`config.mk`:
```
export PLATFORM = sky130hd
export DESIGN_NAME = viterbi_frame_ctrl
export DESIGN_NICKNAME = d
export VERILOG_FILES = /design/src/rtl/viterbi_ctrl_pkg.sv /design/src/rtl/viterbi_prbs7.sv /design/src/rtl/viterbi_frame_ctrl.sv
export SDC_FILE = /design/constraint.sdc
export NUM_CORES = 1
export LEC_CHECK = 0
export CORE_MARGIN = 1.5
export CORE_UTILIZATION = 35
export DETAILED_ROUTE_END_ITERATION = 10
export DONT_BUFFER_PORTS = 1
export GPL_TIMING_DRIVEN = 0
export PLACE_DENSITY = 0.47
export SYNTH_ARGS = -nofsm -noshare
export SYNTH_HDL_FRONTEND = slang
export SYNTH_HIERARCHICAL = 1
export SYNTH_SLANG_ARGS = --single-unit
```
`constraint.sdc`:
```
create_clock -name clk -period 2.6 [get_ports clk]
set_clock_uncertainty 0.1 [all_clocks]
set_input_delay 0.39 -clock clk [delete_from_list [all_inputs] [get_ports clk]]
set_output_delay 0.39 -clock clk [all_outputs]
set_load 0.01 [all_outputs]
```
`src/rtl/viterbi_ctrl_pkg.sv`:
```
// viterbi_ctrl_pkg
// Shared definitions for the Viterbi test-datapath frame sequencer:
//   - state_e       : frame sequencer states
//   - PRBS7_SEED    : reload value for both PRBS7 generators
//   - PRBS7_TAPS    : feedback taps for x^7 + x^6 + 1
//   - CNT_W         : width of the error / injection counters
//   - sat_add()     : saturating add used by both counters
package viterbi_ctrl_pkg;

  // Frame sequencer states, in the order a frame walks through them.
  typedef enum logic [1:0] {
    ST_IDLE  = 2'd0,
    ST_TX    = 2'd1,
    ST_TAIL  = 2'd2,
    ST_DRAIN = 2'd3
  } state_e;

  // PRBS7 generator constants. The feedback bit is the XOR of the tapped
  // register bits (positions 7 and 6 of the polynomial, i.e. bits 6 and 5).
  localparam logic [6:0] PRBS7_SEED = 7'h7F;
  localparam logic [6:0] PRBS7_TAPS = 7'b110_0000;

  // Counter width for bit_err_ct_o and inj_ct_o.
  localparam int CNT_W = 16;

  // Saturating add: the carry-out of a one-bit-wider sum tells us
  // whether to clamp at all-ones.
  function automatic logic [CNT_W-1:0] sat_add(input logic [CNT_W-1:0] val,
                                               input logic [CNT_W-1:0] inc);
    logic [CNT_W:0] sum;
    sum = {1'b0, val} + {1'b0, inc};
    return sum[CNT_W] ? {CNT_W{1'b1}} : sum[CNT_W-1:0];
  endfunction

endpackage

```
`src/rtl/viterbi_prbs7.sv`:
```
// viterbi_prbs7
// Fibonacci PRBS7 generator (x^7 + x^6 + 1). The current output bit is the
// register MSB; advancing shifts left and inserts the feedback bit at the LSB.
// Ports:
//   clk   in  : clock
//   rst   in  : synchronous active-high reset (register returns to the seed)
//   load  in  : reload the seed on the next edge (wins over adv)
//   adv   in  : step the sequence on the next edge
//   bit_o out : current PRBS bit
module viterbi_prbs7
  import viterbi_ctrl_pkg::*;
(
  input  logic clk,
  input  logic rst,
  input  logic load,
  input  logic adv,
  output logic bit_o
);

  logic [6:0] lfsr_q;
  logic [6:0] lfsr_d;

  // Next-state: a reload restarts the sequence from the seed so the tx and
  // rx generators line up at the start of every frame.
  always_comb begin
    lfsr_d = lfsr_q;
    if (load) begin
      lfsr_d = PRBS7_SEED;
    end else if (adv) begin
      lfsr_d = {lfsr_q[5:0], ^(lfsr_q & PRBS7_TAPS)};
    end
  end

  // Shift register; reset lands on the seed, never on the all-zero lockup state.
  always_ff @(posedge clk) begin
    if (rst) begin
      lfsr_q <= PRBS7_SEED;
    end else begin
      lfsr_q <= lfsr_d;
    end
  end

  assign bit_o = lfsr_q[6];

endmodule

```
`src/rtl/viterbi_frame_ctrl.sv`:
```
// viterbi_frame_ctrl
// Frame-level sequencer for the convolutional encoder -> noisy channel ->
// Viterbi decoder test datapath. A start request sends one frame of PRBS7
// data plus zero tail bits into the encoder, flips channel symbols in periodic
// bursts, and compares the decoded stream with a regenerated PRBS7 reference.
// Ports:
//   clk, rst        : clock and synchronous active-high reset
//   start_i         : frame request, honoured only while idle
//   err_en_i        : error-injection enable, latched with the start
//   enc_en_o        : encoder enable (data then tail bits)
//   enc_bit_o       : encoder data bit (PRBS during data, 0 during tail)
//   enc_valid_i     : encoder produced a channel symbol this cycle
//   flip_o          : XOR mask applied by the channel to the current symbol
//   dec_en_o        : decoder enable, enc_valid_i delayed one cycle
//   dec_bit_i       : decoded bit from the Viterbi decoder
//   busy_o          : frame in progress
//   done_o          : one-cycle pulse on the last cycle of the frame
//   bit_err_ct_o    : decoded-bit mismatches in the compare window
//   inj_ct_o        : channel bits flipped (two per flipped symbol)
module viterbi_frame_ctrl
  import viterbi_ctrl_pkg::*;
#(
  parameter int FRAME_LEN  = 256,
  parameter int TAIL       = 2,
  parameter int DEC_LAT    = 64,
  parameter int ERR_PERIOD = 32,
  parameter int BURST      = 2
) (
  input  logic             clk,
  input  logic             rst,
  input  logic             start_i,
  input  logic             err_en_i,
  output logic             enc_en_o,
  output logic             enc_bit_o,
  input  logic             enc_valid_i,
  output logic [1:0]       flip_o,
  output logic             dec_en_o,
  input  logic             dec_bit_i,
  output logic             busy_o,
  output logic             done_o,
  output logic [CNT_W-1:0] bit_err_ct_o,
  output logic [CNT_W-1:0] inj_ct_o
);

  // The whole frame is timed by one tick counter that reads 0 on the first
  // TX cycle. Every phase boundary is a fixed tick value.
  localparam int END_TICK = DEC_LAT + FRAME_LEN;
  localparam int TICK_W   = $clog2(END_TICK + 1);
  localparam int PH_W     = (ERR_PERIOD > 1) ? $clog2(ERR_PERIOD) : 1;

  localparam logic [TICK_W-1:0] TX_LAST   = TICK_W'(FRAME_LEN - 1);
  localparam logic [TICK_W-1:0] TAIL_LAST = TICK_W'(FRAME_LEN + TAIL - 1);
  localparam logic [TICK_W-1:0] WIN_FIRST = TICK_W'(DEC_LAT);
  localparam logic [TICK_W-1:0] WIN_LAST  = TICK_W'(END_TICK - 1);
  localparam logic [TICK_W-1:0] DONE_TICK = TICK_W'(END_TICK);

  localparam logic [PH_W-1:0] PH_LAST  = PH_W'(ERR_PERIOD - 1);
  localparam logic [PH_W-1:0] PH_BTAIL = PH_W'(BURST - 1);

  state_e            state_q, state_d;
  logic [TICK_W-1:0] tick_q, tick_d;
  logic [PH_W-1:0]   phase_q, phase_d;
  logic              seen_q, seen_d;
  logic              inj_en_q, inj_en_d;
  logic              dec_en_q, dec_en_d;
  logic [CNT_W-1:0]  bit_err_ct_q, bit_err_ct_d;
  logic [CNT_W-1:0]  inj_ct_q, inj_ct_d;

  logic start_acc;
  logic frame_end;
  logic busy;
  logic in_win;
  logic is_flip;
  logic tx_bit;
  logic rx_bit;

  // Transmit-side PRBS: reseeded on an accepted start, stepped on each data bit.
  viterbi_prbs7 u_tx_prbs (
    .clk   (clk),
    .rst   (rst),
    .load  (start_acc),
    .adv   (state_q == ST_TX),
    .bit_o (tx_bit)
  );

  // Receive-side PRBS: the same sequence, stepped only inside the compare
  // window so it lines up with the decoder output DEC_LAT cycles later.
  viterbi_prbs7 u_rx_prbs (
    .clk   (clk),
    .rst   (rst),
    .load  (start_acc),
    .adv   (in_win),
    .bit_o (rx_bit)
  );

  // Status decodes shared by the FSM and datapath. The tick counter is left
  // at its last value while idle, so the window test is qualified by busy.
  always_comb begin
    busy      = (state_q != ST_IDLE);
    in_win    = busy && (tick_q >= WIN_FIRST) && (tick_q <= WIN_LAST);
    frame_end = (state_q == ST_DRAIN) && (tick_q == DONE_TICK);
  end

  // Next-state logic. DEC_LAT >= TAIL guarantees DRAIN is entered no later
  // than the done tick, so the frame always closes from DRAIN.
  always_comb begin
    state_d   = state_q;
    start_acc = 1'b0;
    unique case (state_q)
      ST_IDLE: begin
        if (start_i) begin
          start_acc = 1'b1;
          state_d   = ST_TX;
        end
      end
      ST_TX: begin
        if (tick_q == TX_LAST) begin
          state_d = (TAIL == 0) ? ST_DRAIN : ST_TAIL;
        end
      end
      ST_TAIL: begin
        if (tick_q == TAIL_LAST) begin
          state_d = ST_DRAIN;
        end
      end
      ST_DRAIN: begin
        if (frame_end) begin
          state_d = ST_IDLE;
        end
      end
      default: state_d = ST_IDLE;
    endcase
  end

  // Burst scheduler. Rather than keep a full symbol index and a modulo, a
  // phase counter wraps at ERR_PERIOD. A sticky flag records that the first
  // burst start (index ERR_PERIOD-1) has gone by, which gates the
  // wrapped-around part of each burst.
  always_comb begin
    is_flip = inj_en_q && busy && enc_valid_i &&
              ((phase_q == PH_LAST) || (seen_q && (phase_q < PH_BTAIL)));
  end

  // Frame datapath: tick counter, symbol phase, latched injection enable and
  // the two saturating counters. An accepted start clears everything for the
  // new frame. Counters otherwise hold, which keeps the final counts visible
  // after done until the next start.
  always_comb begin
    tick_d       = tick_q;
    phase_d      = phase_q;
    seen_d       = seen_q;
    inj_en_d     = inj_en_q;
    bit_err_ct_d = bit_err_ct_q;
    inj_ct_d     = inj_ct_q;
    dec_en_d     = enc_valid_i;

    if (start_acc) begin
      tick_d       = '0;
      phase_d      = '0;
      seen_d       = 1'b0;
      inj_en_d     = err_en_i;
      bit_err_ct_d = '0;
      inj_ct_d     = '0;
    end else begin
      if (busy && !frame_end) begin
        tick_d = tick_q + 1'b1;
      end
      if (busy && enc_valid_i) begin
        if (phase_q == PH_LAST) begin
          phase_d = '0;
          seen_d  = 1'b1;
        end else begin
          phase_d = phase_q + 1'b1;
        end
      end
      if (is_flip) begin
        inj_ct_d = sat_add(inj_ct_q, CNT_W'(2));
      end
      if (in_win && (dec_bit_i ^ rx_bit)) begin
        bit_err_ct_d = sat_add(bit_err_ct_q, CNT_W'(1));
      end
    end
  end

  // State and datapath registers. Reset returns straight to idle with every
  // output-driving flop cleared, so an aborted frame never produces done_o.
  always_ff @(posedge clk) begin
    if (rst) begin
      state_q      <= ST_IDLE;
      tick_q       <= '0;
      phase_q      <= '0;
      seen_q       <= 1'b0;
      inj_en_q     <= 1'b0;
      dec_en_q     <= 1'b0;
      bit_err_ct_q <= '0;
      inj_ct_q     <= '0;
    end else begin
      state_q      <= state_d;
      tick_q       <= tick_d;
      phase_q      <= phase_d;
      seen_q       <= seen_d;
      inj_en_q     <= inj_en_d;
      dec_en_q     <= dec_en_d;
      bit_err_ct_q <= bit_err_ct_d;
      inj_ct_q     <= inj_ct_d;
    end
  end

  // Output decode. flip_o stays combinational so the channel can XOR it into
  // the symbol on the same edge that registers that symbol.
  always_comb begin
    enc_en_o     = (state_q == ST_TX) || (state_q == ST_TAIL);
    enc_bit_o    = (state_q == ST_TX) && tx_bit;
    flip_o       = {2{is_flip}};
    dec_en_o     = dec_en_q;
    busy_o       = busy;
    done_o       = frame_end;
    bit_err_ct_o = bit_err_ct_q;
    inj_ct_o     = inj_ct_q;
  end

endmodule

```
# ---- Word-level counts from Yosys, hierarchy flattened
# Cells that the tools add are included.
dict set report classes {
  n_addsub 4
  order_cmp 3
  eq_ne 11
  muxes 10
  n_bitwise 1
  n_reduce_logical 21
}
# op count
set ops {}
lappend ops {{two-way mux 16 bit} 2}
lappend ops {{== test 9 bit (second input constant)} 2}
lappend ops {{adder 16 x 1 -> 17 bit (second input constant)} 1}
lappend ops {{adder 16 x 2 -> 17 bit (second input constant)} 1}
lappend ops {{parity 7 bit} 2}
lappend ops {{logical AND 1 bit} 11}
lappend ops {{adder 9 x 1 -> 9 bit (second input constant)} 1}
lappend ops {{== test 9 x 8 -> 1 bit (second input constant)} 1}
lappend ops {{>= comparator 9 x 7 -> 1 bit (second input constant)} 1}
lappend ops {{less-or-equal comparator 9 bit (second input constant)} 1}
lappend ops {{two-way mux 2 bit} 4}
lappend ops {{inequality test 2 bit (second input constant)} 4}
lappend ops {{one-hot mux 2 bit (4 select lines)} 1}
lappend ops {{adder 5 x 1 -> 5 bit (second input constant)} 1}
lappend ops {{== test 5 bit (second input constant)} 1}
lappend ops {{less-than comparator 5 x 1 -> 1 bit (second input constant)} 1}
lappend ops {{two-way mux 5 bit} 1}
lappend ops {{== test 2 bit (second input constant)} 2}
lappend ops {{AND reduction 4 bit} 1}
lappend ops {{== test 2 x 1 -> 1 bit (second input constant)} 1}
lappend ops {{logical NOT 2 bit} 1}
lappend ops {{logical OR 1 bit} 2}
lappend ops {{two-way mux 1 bit} 2}
lappend ops {{AND reduction 2 bit} 1}
lappend ops {{4 further kinds} 4}
dict set report word_totals {
  register_bits 65
  output_inout_bits 39
  word_cells 60
}

# ---- Depth between registers and ports, before layout
# Gate-level depths: netlist (run 1).
dict set report logic_depth {
  ltp_word 4
  depth_mapped 9
  ltp_nobuf 8
}

# ---- Modules after synthesis
# The synthesis (run 1) kept the hierarchy.
# module n_inst cells_each area_each_um2
set modules_own_cells {}
lappend modules_own_cells {viterbi_frame_ctrl 1 313 2702.6}
lappend modules_own_cells {viterbi_prbs7 2 24 276.5}

# ---- Worst setup path after synthesis (run 1)
# No wires, ideal clock.
dict set report synth_timing {
  path_kind {register to output}
  startpoint {reg phase_q[0]}
  endpoint {out flip_o[0]}
  arrival_ps 1808
  t_required_ps 2110
  slack_ps 302
  stages_incl_launch_ff 9
  path_buffers 3
  path_cell_list {dfxtp_1 > ha_1 > and3_1 > ha_1 > clkbuf_1 > a31oi_1 > buf_2 > nor2_1 > buf_4}
}
dict set report synth_between {
  elab_chain_len 4
  elab_cells_between_ends 5
  cone_classes {order compare: 1; eq/ne: 1; reduce/logical: 3}
}
# item line_no
set synth_rtl {}
lappend synth_rtl {{from (decl)} viterbi_frame_ctrl.sv:62} ;# logic [PH_W-1:0] phase_q, phase_d;
lappend synth_rtl {{from (signal assigned)} viterbi_frame_ctrl.sv:200} ;# phase_q <= phase_d;
lappend synth_rtl {{less-than comparator 5 x 1 -> 1 bit} viterbi_frame_ctrl.sv:141} ;# ((phase_q == PH_LAST) || (seen_q && (phase_q < PH_BTAIL)));
lappend synth_rtl {{logical AND 1 bit} viterbi_frame_ctrl.sv:141}
lappend synth_rtl {{logical OR 1 bit (*)} viterbi_frame_ctrl.sv:141}
lappend synth_rtl {{logical AND 1 bit (*)} viterbi_frame_ctrl.sv:140} ;# is_flip = inj_en_q && busy && enc_valid_i &&
lappend synth_rtl {{to (decl)} viterbi_frame_ctrl.sv:36} ;# output logic [1:0] flip_o,
# Mark *: on every way between the ends. The rest lies on a longest branch, timed or not.

# ---- Worst setup path in the final report (run 1)
dict set report layout_timing {
  startpoint {reg state_q[0]}
  endpoint {out flip_o[0]}
}
dict set report layout_between {
  elab_chain_len 4
}
# item line_no
set layout_rtl {}
lappend layout_rtl {{from (decl)} viterbi_frame_ctrl.sv:60} ;# state_e state_q, state_d;
lappend layout_rtl {{from (signal assigned)} viterbi_frame_ctrl.sv:198} ;# state_q <= state_d;
lappend layout_rtl {{nonzero test 2 bit} viterbi_frame_ctrl.sv:99} ;# busy = (state_q != ST_IDLE);
lappend layout_rtl {{logical AND 1 bit (3 in series)} viterbi_frame_ctrl.sv:140}
# Every way passes these cells.

==> impl_metrics.env, run 1 <==
export IMPL_slew_headroom_pct=59.44
export IMPL_cap_violations=0
export IMPL_wl_per_cell_um=15.79
export IMPL_synth_most_common_cell="dfxtp_1"
export IMPL_drt_wl_total_um=7689
export IMPL_die_area_um2=9889
export IMPL_min_path_cells=1
export IMPL_synth_edf_count=0
export IMPL_overflow=0
export IMPL_synth_xor_area_share_pct=4.573
export IMPL_critPathMaxFanout=10
export IMPL_fp_dieW_um=99.45
export IMPL_ys_ff_latch=65
export IMPL_post_synth_num_cell_types=56
export IMPL_diodes=0
export IMPL_async_flop_share_pct=0
export IMPL_power_mw=2.405
export IMPL_synth_top_cell_by_area="dfxtp_1"
export IMPL_worstMarginPinSlew_ns=0.6038
export IMPL_grt_pass1_wl_um=12560
export IMPL_cts_max_path_buffers=2
export IMPL_vias_per_cell=5.489
export IMPL_num_fill_cells=944
export IMPL_drive_above_1_share_pct=12.23
export IMPL_dr_pass1_iters=4
export IMPL_synth_area_top_cells="dfxtp_1, mux2i_1, ha_1, a21oi_1, nand2_1"
export IMPL_final_nets=389
export IMPL_netlist_top_cells_count="dfxtp_1, nand2_1, nor2_1, a21oi_1, nor3_1"
export IMPL_synthesis_instances=361
export IMPL_drc=0
export IMPL_die_h_um=99.45
export IMPL_port_buffers=0
export IMPL_cts_tree="done"
export IMPL_critPathLaunchType="register"
export IMPL_synth_compound_area_share_pct=14.26
export IMPL_start_util_pct=35.74
export IMPL_setup_violations_final=0
export IMPL_grt_setup_unrepaired="false"
export IMPL_ys_warn_count=6
export IMPL_postRouteAntennaNets=0
export IMPL_cts_htree_levels=3
export IMPL_r2r_start="state_q[0]"
export IMPL_grt_pass1_vias=2522
export IMPL_period_share_pct=94.50
export IMPL_period_needed_ns=2.457
export IMPL_end_kind="output pin"
export IMPL_finalWeightedCongestion=0.7413
export IMPL_core_area_um2=9109
export IMPL_yosys_area_share_simple_pct=26.98
export IMPL_slew_violations=0
export IMPL_criticalPathCategory="register to output pin"
export IMPL_multiInputGateArea_um2=1846
export IMPL_rr_worst_depth=7
export IMPL_power_leakage_nw=1.170
export IMPL_final_cell_area_um2=3600
export IMPL_hpwl_um=5323
export IMPL_clock_fmax_ghz=0.4070
export IMPL_clkLatencyLatePin_ns=0.34
export IMPL_peakVddDrop_uv=494.9
export IMPL_grtUsageTotal_pct=16.01
export IMPL_hold_viol_final=0
export IMPL_vias=2673
export IMPL_synth_nets=379
export IMPL_grt_max_degree=11
export IMPL_io_pins=45
export IMPL_muxShareOfSynthArea_pct=5.227
export IMPL_antenna_found_initial=0
export IMPL_rows=35
export IMPL_drt_initial_drc_count=73
export IMPL_cp_startpoint="state_q[0]"
export IMPL_yosys_area_top_type_share_pct=39.97
export IMPL_syn_avg_cell_area_um2=9.018
export IMPL_syn2layout_area_growth_pct=10.57
export IMPL_syn_cell_area_um2=3256
export IMPL_regArea_um2=1303
export IMPL_worst_ep_required_time_ns=2.11
export IMPL_min_delay_start="rst"
export IMPL_layout_setup_ws_ns=0.1429
export IMPL_hp_class="input port to register"
export IMPL_arrival_ns=1.97
export IMPL_outcome="finished clean"
export IMPL_power_density_nw_per_um2=668.0
export IMPL_seq_area_frac_synth_pct=39.97
export IMPL_post_dp_cell_area_um2=3395
export IMPL_clkSinkCount=65
export IMPL_cts_made_buffers=9
export IMPL_post_place_ws_ns=-0.3513
export IMPL_yosys_area_share_adder_pct=4.612
export IMPL_cts_root_buffer="clkbuf_8"
export IMPL_synth_top_family_by_area="simple AND/OR/NAND/NOR gates"
export IMPL_clk_pin_slew_ns=0.07
export IMPL_tns_ns=0
export IMPL_synth_ff_type="dfxtp_1"
cell type report:
cell class / instances / area share (%)
well taps: 111 / 3.858
multi-input cells: 270 / 51.27
flip-flops and latches: 65 / 36.18
inverters: 10 / 1.043
clock inverters: 4 / 0.5561
plain buffers: 14 / 3.059
repair buffers: 1 / 0.2781
clock buffers: 12 / 3.754
power breakdown:
part | switching, mW | leakage [nW] | internal (mW)
Combinational | 0.373 | 0.560 | 0.216
Clock | 0.382 | 0.0839 | 0.341
Sequential | 0.0534 | 0.526 | 1.04
metrics by stage:
step | hold WS (ns) | utilization, % | std cells
6_report | 0.02221 | 39.52 | 487
5_1_grt | 0.003565 | 39.52 | 487
4_1_cts | 0.002294 | 39.33 | 487
3_5_place_dp | 0.3578 | 37.27 | 472
3_3_place_gp | 0.3498 | 37.27 | 472
2_1_floorplan | 0.3365 | - | 361
kinds of logic (layout without fill, tap and decap cells):
kind of cell,Yosys count,after routing
simple gates,154,154
buf+inv,26,41
xor+xnor,17,17
fa+ha+maj,12,12
compound gates,70,70
mux,17,17
flops,65,65
worst max-delay path: stages (launching register included):
cell,delay (ns)
dfxtp_1,0.36
inv_1,0.08
ha_2,0.28
nor2b_4,0.18
nand2_1,0.16
clkbuf_4,0.24
nor2_4,0.18
buf_4,0.14
sequential cells by signal (all words and copies together), names as in the netlist:
signal,flops
bit_err_ct_o,16
dec_en_o,1
inj_ct_o,16
inj_en_q,1
phase_q,5
seen_q,1
state_q,2
tick_q,9
u_rx_prbs/lfsr_q,7
u_tx_prbs/lfsr_q,7
cell usage in the layout (no fill, tap or decap), types with 5 or more instances in the layout:
cell / Yosys / routed
clkbuf_1: 7 / 5
a21oi_1: 25 / 25
dfxtp_1: 65 / 64
and4_1: 6 / 6
a211oi_1: 8 / 8
nand3_1: 13 / 13
mux2i_1: 17 / 17
nor4_1: 5 / 5
xnor2_1: 13 / 13
and3_1: 6 / 6
nor2_1: 32 / 31
clkbuf_8: 0 / 9
o21ai_0: 8 / 8
a31oi_1: 10 / 9
nand4_1: 9 / 9
ha_1: 12 / 10
inv_1: 9 / 9
nor3_1: 18 / 18
nand2_1: 33 / 33
path summary, 6_finish.rpt:
path | endpoint | slack, ns
worst max-delay path | flip_o[0] | 0.14
worst max register to register | bit_err_ct_o[8] | 0.22
worst min register to register | u_tx_prbs/lfsr_q[1] | 0.37
worst min-delay path | inj_en_q | 0.02
routing by layer:
| metal | up-vias | GRT usage [%] | share of wire [%] |
|---|---|---|---|
| li1 | 1353 | - | - |
| met1 | 1247 | 20.72 | 49 |
| met2 | 64 | 25.18 | 44 |
| met3 | 9 | 4.708 | 5.0 |
| met4 | 0 | 6.176 | 1.6 |
| met5 | - | 0 | 0 |
what timing repair did:
| action | CTS | global route |
|---|---|---|
| pin swaps | 0 | 0 |
| endpoints found under the hold margin | 0 | 1 |
| setup buffers | 0 | 0 |
| hold buffers | 0 | 1 |
| resized for setup | 12 | 5 |
| setup endpoints to repair | 42 | 2 |
(Power assumes the default switching activity.)
==> run 2, diff against run 1 <==
- SYNTH_HIERARCHICAL: 1 -> not set
==> impl_metrics.env, run 2 <==
export IMPL_core_area_um2=8763
export IMPL_cts_htree_levels=3
export IMPL_vias_per_cell=5.311
export IMPL_slew_violations=0
export IMPL_fp_dieW_um=98.24
export IMPL_ys_ff_latch=65
export IMPL_swShare_pct=29.47
export IMPL_layout_setup_ws_ns=0.1152
export IMPL_postRouteAntennaNets=0
export IMPL_grt_pass1_wl_um=12210
export IMPL_grt_setup_unrepaired="true"
export IMPL_power_leakage_nw=1.221
export IMPL_cts_max_path_buffers=2
export IMPL_worst_ep_required_time_ns=2.11
export IMPL_cap_violations=0
export IMPL_synth_ff_type="dfxtp_1"
export IMPL_post_place_ws_ns=-0.04137
export IMPL_end_kind="output pin"
export IMPL_synthesis_instances=361
export IMPL_ys_warn_count=0
export IMPL_reg2reg_to="inj_ct_o[12]"
export IMPL_dr_pass1_iters=5
export IMPL_slowest_delay_ns=0.36
export IMPL_period_share_pct=95.57
export IMPL_netlist_top_cells_count="dfxtp_1, nand2_1, a21oi_1, nor2_1"
export IMPL_utilization_pct=41.18
export IMPL_cts_tree="done"
export IMPL_io_pins=45
export IMPL_period_needed_ns=2.485
export IMPL_syn_cell_area_um2=3174
export IMPL_diodes=0
export IMPL_r2r_start="state_q[0]"
export IMPL_clock_fmax_ghz=0.4025
export IMPL_grtUsageTotal_pct=15.90
export IMPL_outcome="finished clean"
export IMPL_layout_common_cells="dfxtp_1, nand2_1, a21oi_1"
export IMPL_cp_num_cells=7
export IMPL_peakVddDrop_uv=310.4
export IMPL_finalWeightedCongestion=0.7501
export IMPL_drc=0
export IMPL_slew_headroom_pct=48.29
export IMPL_criticalPathCategory="register to output pin"
export IMPL_critPathTopFamily="adder cells"
export IMPL_crit_end="flip_o[1]"
export IMPL_post_synth_num_cell_types=47
export IMPL_seq_area_frac_synth_pct=40.99
export IMPL_clkLatencyLatePin_ns=0.35
export IMPL_combinationalPowerShare_pct=20.2
export IMPL_syn_avg_cell_area_um2=8.793
export IMPL_hp_class="input port to register"
export IMPL_power_internal_mw=1.972
export IMPL_regArea_um2=1301
export IMPL_final_common_cell="dfxtp_1"
export IMPL_switchingPower_mw=0.8241
export IMPL_wl_met1_um=3532
export IMPL_cp_startpoint="phase_q[0]"
export IMPL_antenna_found_initial=0
export IMPL_drive_above_1_share_pct=10.85
export IMPL_met3_length_um=347
export IMPL_critPathLaunchType="register"
export IMPL_clkSinkCount=65
export IMPL_wl_per_cell_um=15.06
export IMPL_cp_cell_sequence="ha_1, and3_1, ha_2, a31oi_2, buf_6, nor2_4, buf_4"
export IMPL_grt_max_degree=12
export IMPL_rows=34
export IMPL_synth_most_common_cell="dfxtp_1"
export IMPL_synth_top_cell_by_area="dfxtp_1"
export IMPL_worstMarginPinSlew_ns=0.7686
export IMPL_critPathMaxFanout=10
export IMPL_die_area_um2=9650
export IMPL_die_h_um=98.24
export IMPL_synth_area_top_cells="dfxtp_1, a21oi_1, ha_1, mux2i_1, nand2_1"
export IMPL_worst_r2r_setup_slack_ns=0.23
export IMPL_cts_root_buffer="clkbuf_8"
export IMPL_drt_wl_total_um=7319
export IMPL_vias=2581
export IMPL_overflow=0
export IMPL_power_density_nw_per_um2=774.9
export IMPL_hold_slack_ns=0.07468
export IMPL_rr_worst_depth=8
export IMPL_p_seq_share_pct=39.1
export IMPL_clk_pin_slew_ns=0.07
export IMPL_hold_viol_final=0
export IMPL_drt_initial_drc_count=81
export IMPL_grt_pass1_vias=2394
export IMPL_yosys_area_top_type_share_pct=40.99
export IMPL_synth_nets=379
export IMPL_num_fill_cells=889
export IMPL_async_flop_share_pct=0
export IMPL_multiInputGateArea_um2=1754
export IMPL_hpwl_um=5145
export IMPL_arrival_ns=1.99
export IMPL_cpMaxStageDelayCell="dfxtp_1"
export IMPL_final_nets=391
export IMPL_syn2layout_area_growth_pct=13.68
export IMPL_pwr_share_clk_pct=40.7
export IMPL_setup_violations_final=0
export IMPL_crit_buf_inv=2
export IMPL_synth_edf_count=0
export IMPL_cts_setup_buffers=0
export IMPL_cts_made_buffers=9
export IMPL_wl_met2_um=3340
export IMPL_port_buffers=0
export IMPL_routed_top_layer="met4"
export IMPL_start_util_pct=36.22
==> run 2: cell types whose count changed after synthesis, sizes merged, moves of 3 or more <==
cell / change
and4: -3
a31oi: -5
a21oi: +9
inv: +4
a31o: +4
nor4: -4
a311oi: +3
xnor2: +3
a41oi: -4
clkbuf: +3
nand2: +5
nor2: -12
==> run 2: cell type report <==
class / count / share of cell area, %
multi-input combinational: 265 / 48.61
clock inverter: 6 / 3.606
sequential: 65 / 36.06
inverter: 13 / 1.352
buffer: 18 / 2.809
timing repair buffer: 1 / 0.2774
tap: 108 / 3.745
clock buffer: 10 / 3.537
==> run 2: worst min-delay path by stage <==
stage	start	end	slack [ns]	cells past startpoint
after floorplan	seen_q	seen_q	0.34	2
after global placement	seen_q	seen_q	0.35	2
after detailed placement	u_tx_prbs.lfsr_q[3]	u_tx_prbs.lfsr_q[4]	0.36	2
after CTS	enc_valid_i	dec_en_o	0.06	1
after global routing	err_en_i	inj_en_q	0.08	2
final	enc_valid_i	dec_en_o	0.07	1
==> run 2: logic make-up (layout without fill, tap and decap cells) <==
| family | Yosys count | count (layout) | share of synthesized area (%) |
|---|---|---|---|
| compound gates | 72 | 72 | 14.98 |
| xor+xnor | 20 | 20 | 5.518 |
| fa+ha+maj | 12 | 12 | 4.730 |
| buf+inv | 31 | 48 | 4.493 |
| flops | 65 | 65 | 40.99 |
| mux | 15 | 15 | 4.730 |
| simple gates | 146 | 146 | 24.56 |
==> run 2: power by group through the flow <==
stage / Sequential [mW] / Combinational [mW] / Clock (mW)
2_1_floorplan: 1.10 / 0.439 / 0
6_report: 1.09 / 0.564 / 1.14
4_1_cts: 1.09 / 0.566 / 1.17
3_3_place_gp: 1.11 / 0.556 / 0
5_1_grt: 1.10 / 0.640 / 1.21
3_5_place_dp: 1.11 / 0.558 / 0
==> run 2: per-stage QoR <==
stage          std cells  cell area [um2]  setup TNS, ns  power, mW
2_1_floorplan        361             3174              0      1.542
3_3_place_gp         469             3309        -0.1040      1.670
3_5_place_dp         469             3309        -0.2792      1.673
4_1_cts              486             3600              0      2.823
5_1_grt              486             3608        -0.2438      2.950
6_report             486             3608              0      2.796
==> run 2: worst reg2reg max path: stages, from the launching register on <==
cell	delay (ns)
dfxtp_1	0.37
inv_1	0.09
ha_1	0.23
buf_2	0.20
nor2b_4	0.21
nand4_1	0.20
nor3_1	0.50
a21oi_1	0.14
a311oi_1	0.25
==> run 2: layer usage <==
| metal | track usage [%] | vias up |
|---|---|---|
| li1 | - | 1329 |
| met4 | 5.850 | 0 |
| met5 | 0 | - |
| met3 | 4.868 | 10 |
| met2 | 24.30 | 53 |
| met1 | 21.18 | 1189 |
==> run 2: timing repair <==
item | CTS | global route
cloned | 0 | 0
gates resized for setup | 7 | 3
hold buffers | 1 | 0
endpoints found under the setup margin | 13 | 14
endpoints found under the hold margin | 4 | 0
==> run 3, diff against run 2 <==
- HOLD_SLACK_MARGIN: not set -> 0.05
- SKIP_CTS_REPAIR_TIMING: not set -> 1
==> impl_metrics.env, run 3 (synthesis results as in run 2) <==
export IMPL_setup_violations_final=0
export IMPL_cpMaxStageDelayCell="dfxtp_1"
export IMPL_grt_pass1_wl_um=12120
export IMPL_worst_r2r_setup_slack_ns=0.23
export IMPL_critPathLaunchType="register"
export IMPL_port_buffers=0
export IMPL_drive_above_1_share_pct=11.58
export IMPL_rows=34
export IMPL_clkSinkCount=65
export IMPL_cts_made_buffers=9
export IMPL_period_needed_ns=2.433
export IMPL_hpwl_um=5145
export IMPL_crit_buf_inv=3
export IMPL_layout_common_cells="dfxtp_1, nand2_1, a21oi_1"
export IMPL_finalWeightedCongestion=0.7501
export IMPL_criticalPathCategory="register to output pin"
export IMPL_cap_violations=0
export IMPL_period_share_pct=93.57
export IMPL_vias=2602
export IMPL_peakVddDrop_uv=310.5
export IMPL_clk_pin_slew_ns=0.08
export IMPL_tns_ns=0
export IMPL_hold_viol_final=0
export IMPL_final_common_cell="dfxtp_1"
export IMPL_layout_setup_ws_ns=0.1672
export IMPL_drc=0
export IMPL_grt_pass1_vias=2377
export IMPL_cts_htree_levels=3
export IMPL_final_nets=393
export IMPL_grtUsageTotal_pct=15.77
export IMPL_hp_class="input port to register"
export IMPL_r2r_start="state_q[0]"
export IMPL_post_place_ws_ns=-0.04137
export IMPL_arrival_ns=1.94
export IMPL_worst_ep_required_time_ns=2.11
export IMPL_fp_dieW_um=98.24
export IMPL_critPathMaxFanout=10
export IMPL_min_path_cells=1
export IMPL_power_leakage_nw=1.233
export IMPL_diodes=0
export IMPL_critPathTopFamily="simple AND/OR/NAND/NOR gates"
export IMPL_die_area_um2=9650
export IMPL_drt_wl_total_um=7358
export IMPL_die_h_um=98.24
export IMPL_dr_pass1_iters=4
export IMPL_slowest_delay_ns=0.37
export IMPL_slew_headroom_pct=48.29
export IMPL_rr_worst_depth=9
export IMPL_power_density_nw_per_um2=772.0
export IMPL_postRouteAntennaNets=0
export IMPL_slew_violations=0
export IMPL_start_util_pct=36.22
export IMPL_cts_root_buffer="clkbuf_8"
export IMPL_worstMarginPinSlew_ns=0.7685
export IMPL_outcome="finished clean"
export IMPL_clkLatencyLatePin_ns=0.35
export IMPL_antenna_found_initial=0
export IMPL_grt_max_degree=12
export IMPL_core_area_um2=8763
export IMPL_vias_per_cell=5.332
export IMPL_whs_endpoint="dec_en_o"
export IMPL_syn2layout_area_growth_pct=14.35
export IMPL_drt_initial_drc_count=101
export IMPL_wl_per_cell_um=15.08
export IMPL_reg2reg_to="inj_ct_o[5]"
export IMPL_min_delay_start="enc_valid_i"
export IMPL_clock_fmax_ghz=0.4110
export IMPL_cp_cell_sequence="inv_1, ha_1, buf_2, nor2b_4, nand2_1, nor2_4, buf_4"
export IMPL_end_kind="output pin"
export IMPL_grt_setup_unrepaired="true"
export IMPL_cts_tree="done"
export IMPL_io_pins=45
export IMPL_cts_max_path_buffers=2
export IMPL_overflow=0
==> run 3: changes by cell type in the layout (fill, tap and decap cells not counted), sizes merged <==
cell	previous run	this run
buf	8	10
==> run 3: stage by stage <==
step	area [um2]	utilization [%]	hold slack [ns]	instances	power, mW
after detailed placement	3309	37.76	0.3612	469	1.673
after global routing	3630	41.42	0.08157	488	2.953
after global placement	3309	37.76	0.3510	469	1.670
after floorplan	3174	-	0.3365	361	1.542
after CTS	3567	40.71	-0.003685	485	2.816
final	3630	41.42	0.07105	488	2.802
==> run 3: worst register-to-register path, stage by stage, from the launching register on <==
cell and delay, ns:
dfxtp_1 0.37, inv_1 0.09, ha_1 0.23, buf_2 0.20, nor2b_4 0.21, nand4_1 0.19
nor2_1 0.28, nand2_1 0.16, clkbuf_1 0.27, a21oi_1 0.19
==> run 3: how the worst max path moves through the flow <==
stage	start	to	slack, ns	cells after the start
5_1_grt	state_q[0]	inj_ct_o[12]	-0.04	8
2_1_floorplan	phase_q[0]	flip_o[0]	0.33	7
3_5_place_dp	phase_q[0]	flip_o[1]	-0.04	7
6_report	state_q[0]	flip_o[1]	0.17	7
4_1_cts	phase_q[0]	flip_o[1]	-0.42	7
3_3_place_gp	state_q[0]	inj_ct_o[12]	-0.02	8
==> run 3: per-layer routing <==
metal / global-route usage (%) / up-vias / share of wire, %
met5: 0 / - / 0
met2: 23.71 / 44 / 46
li1: - / 1331 / -
met4: 5.850 / 0 / 1.3
met3: 4.868 / 10 / 4.1
met1: 21.27 / 1217 / 49
==> run 3: layout make-up <==
cell class / count / area (um2)
timing repair buffer: 3 / 25.02
inverter: 13 / 48.80
clock inverter: 6 / 130.1
clock buffer: 10 / 127.6
sequential: 65 / 1303
fill: 885 / 5134
tap: 108 / 135.1
buffer: 18 / 97.59
multi-input combinational: 265 / 1763
==> run 3: where the power goes <==
| part | internal, mW | total [mW] | switching (mW) |
|---|---|---|---|
| combinational | 0.199 | 0.566 | 0.367 |
| sequential | 1.04 | 1.09 | 0.0510 |
| clock | 0.732 | 1.14 | 0.411 |
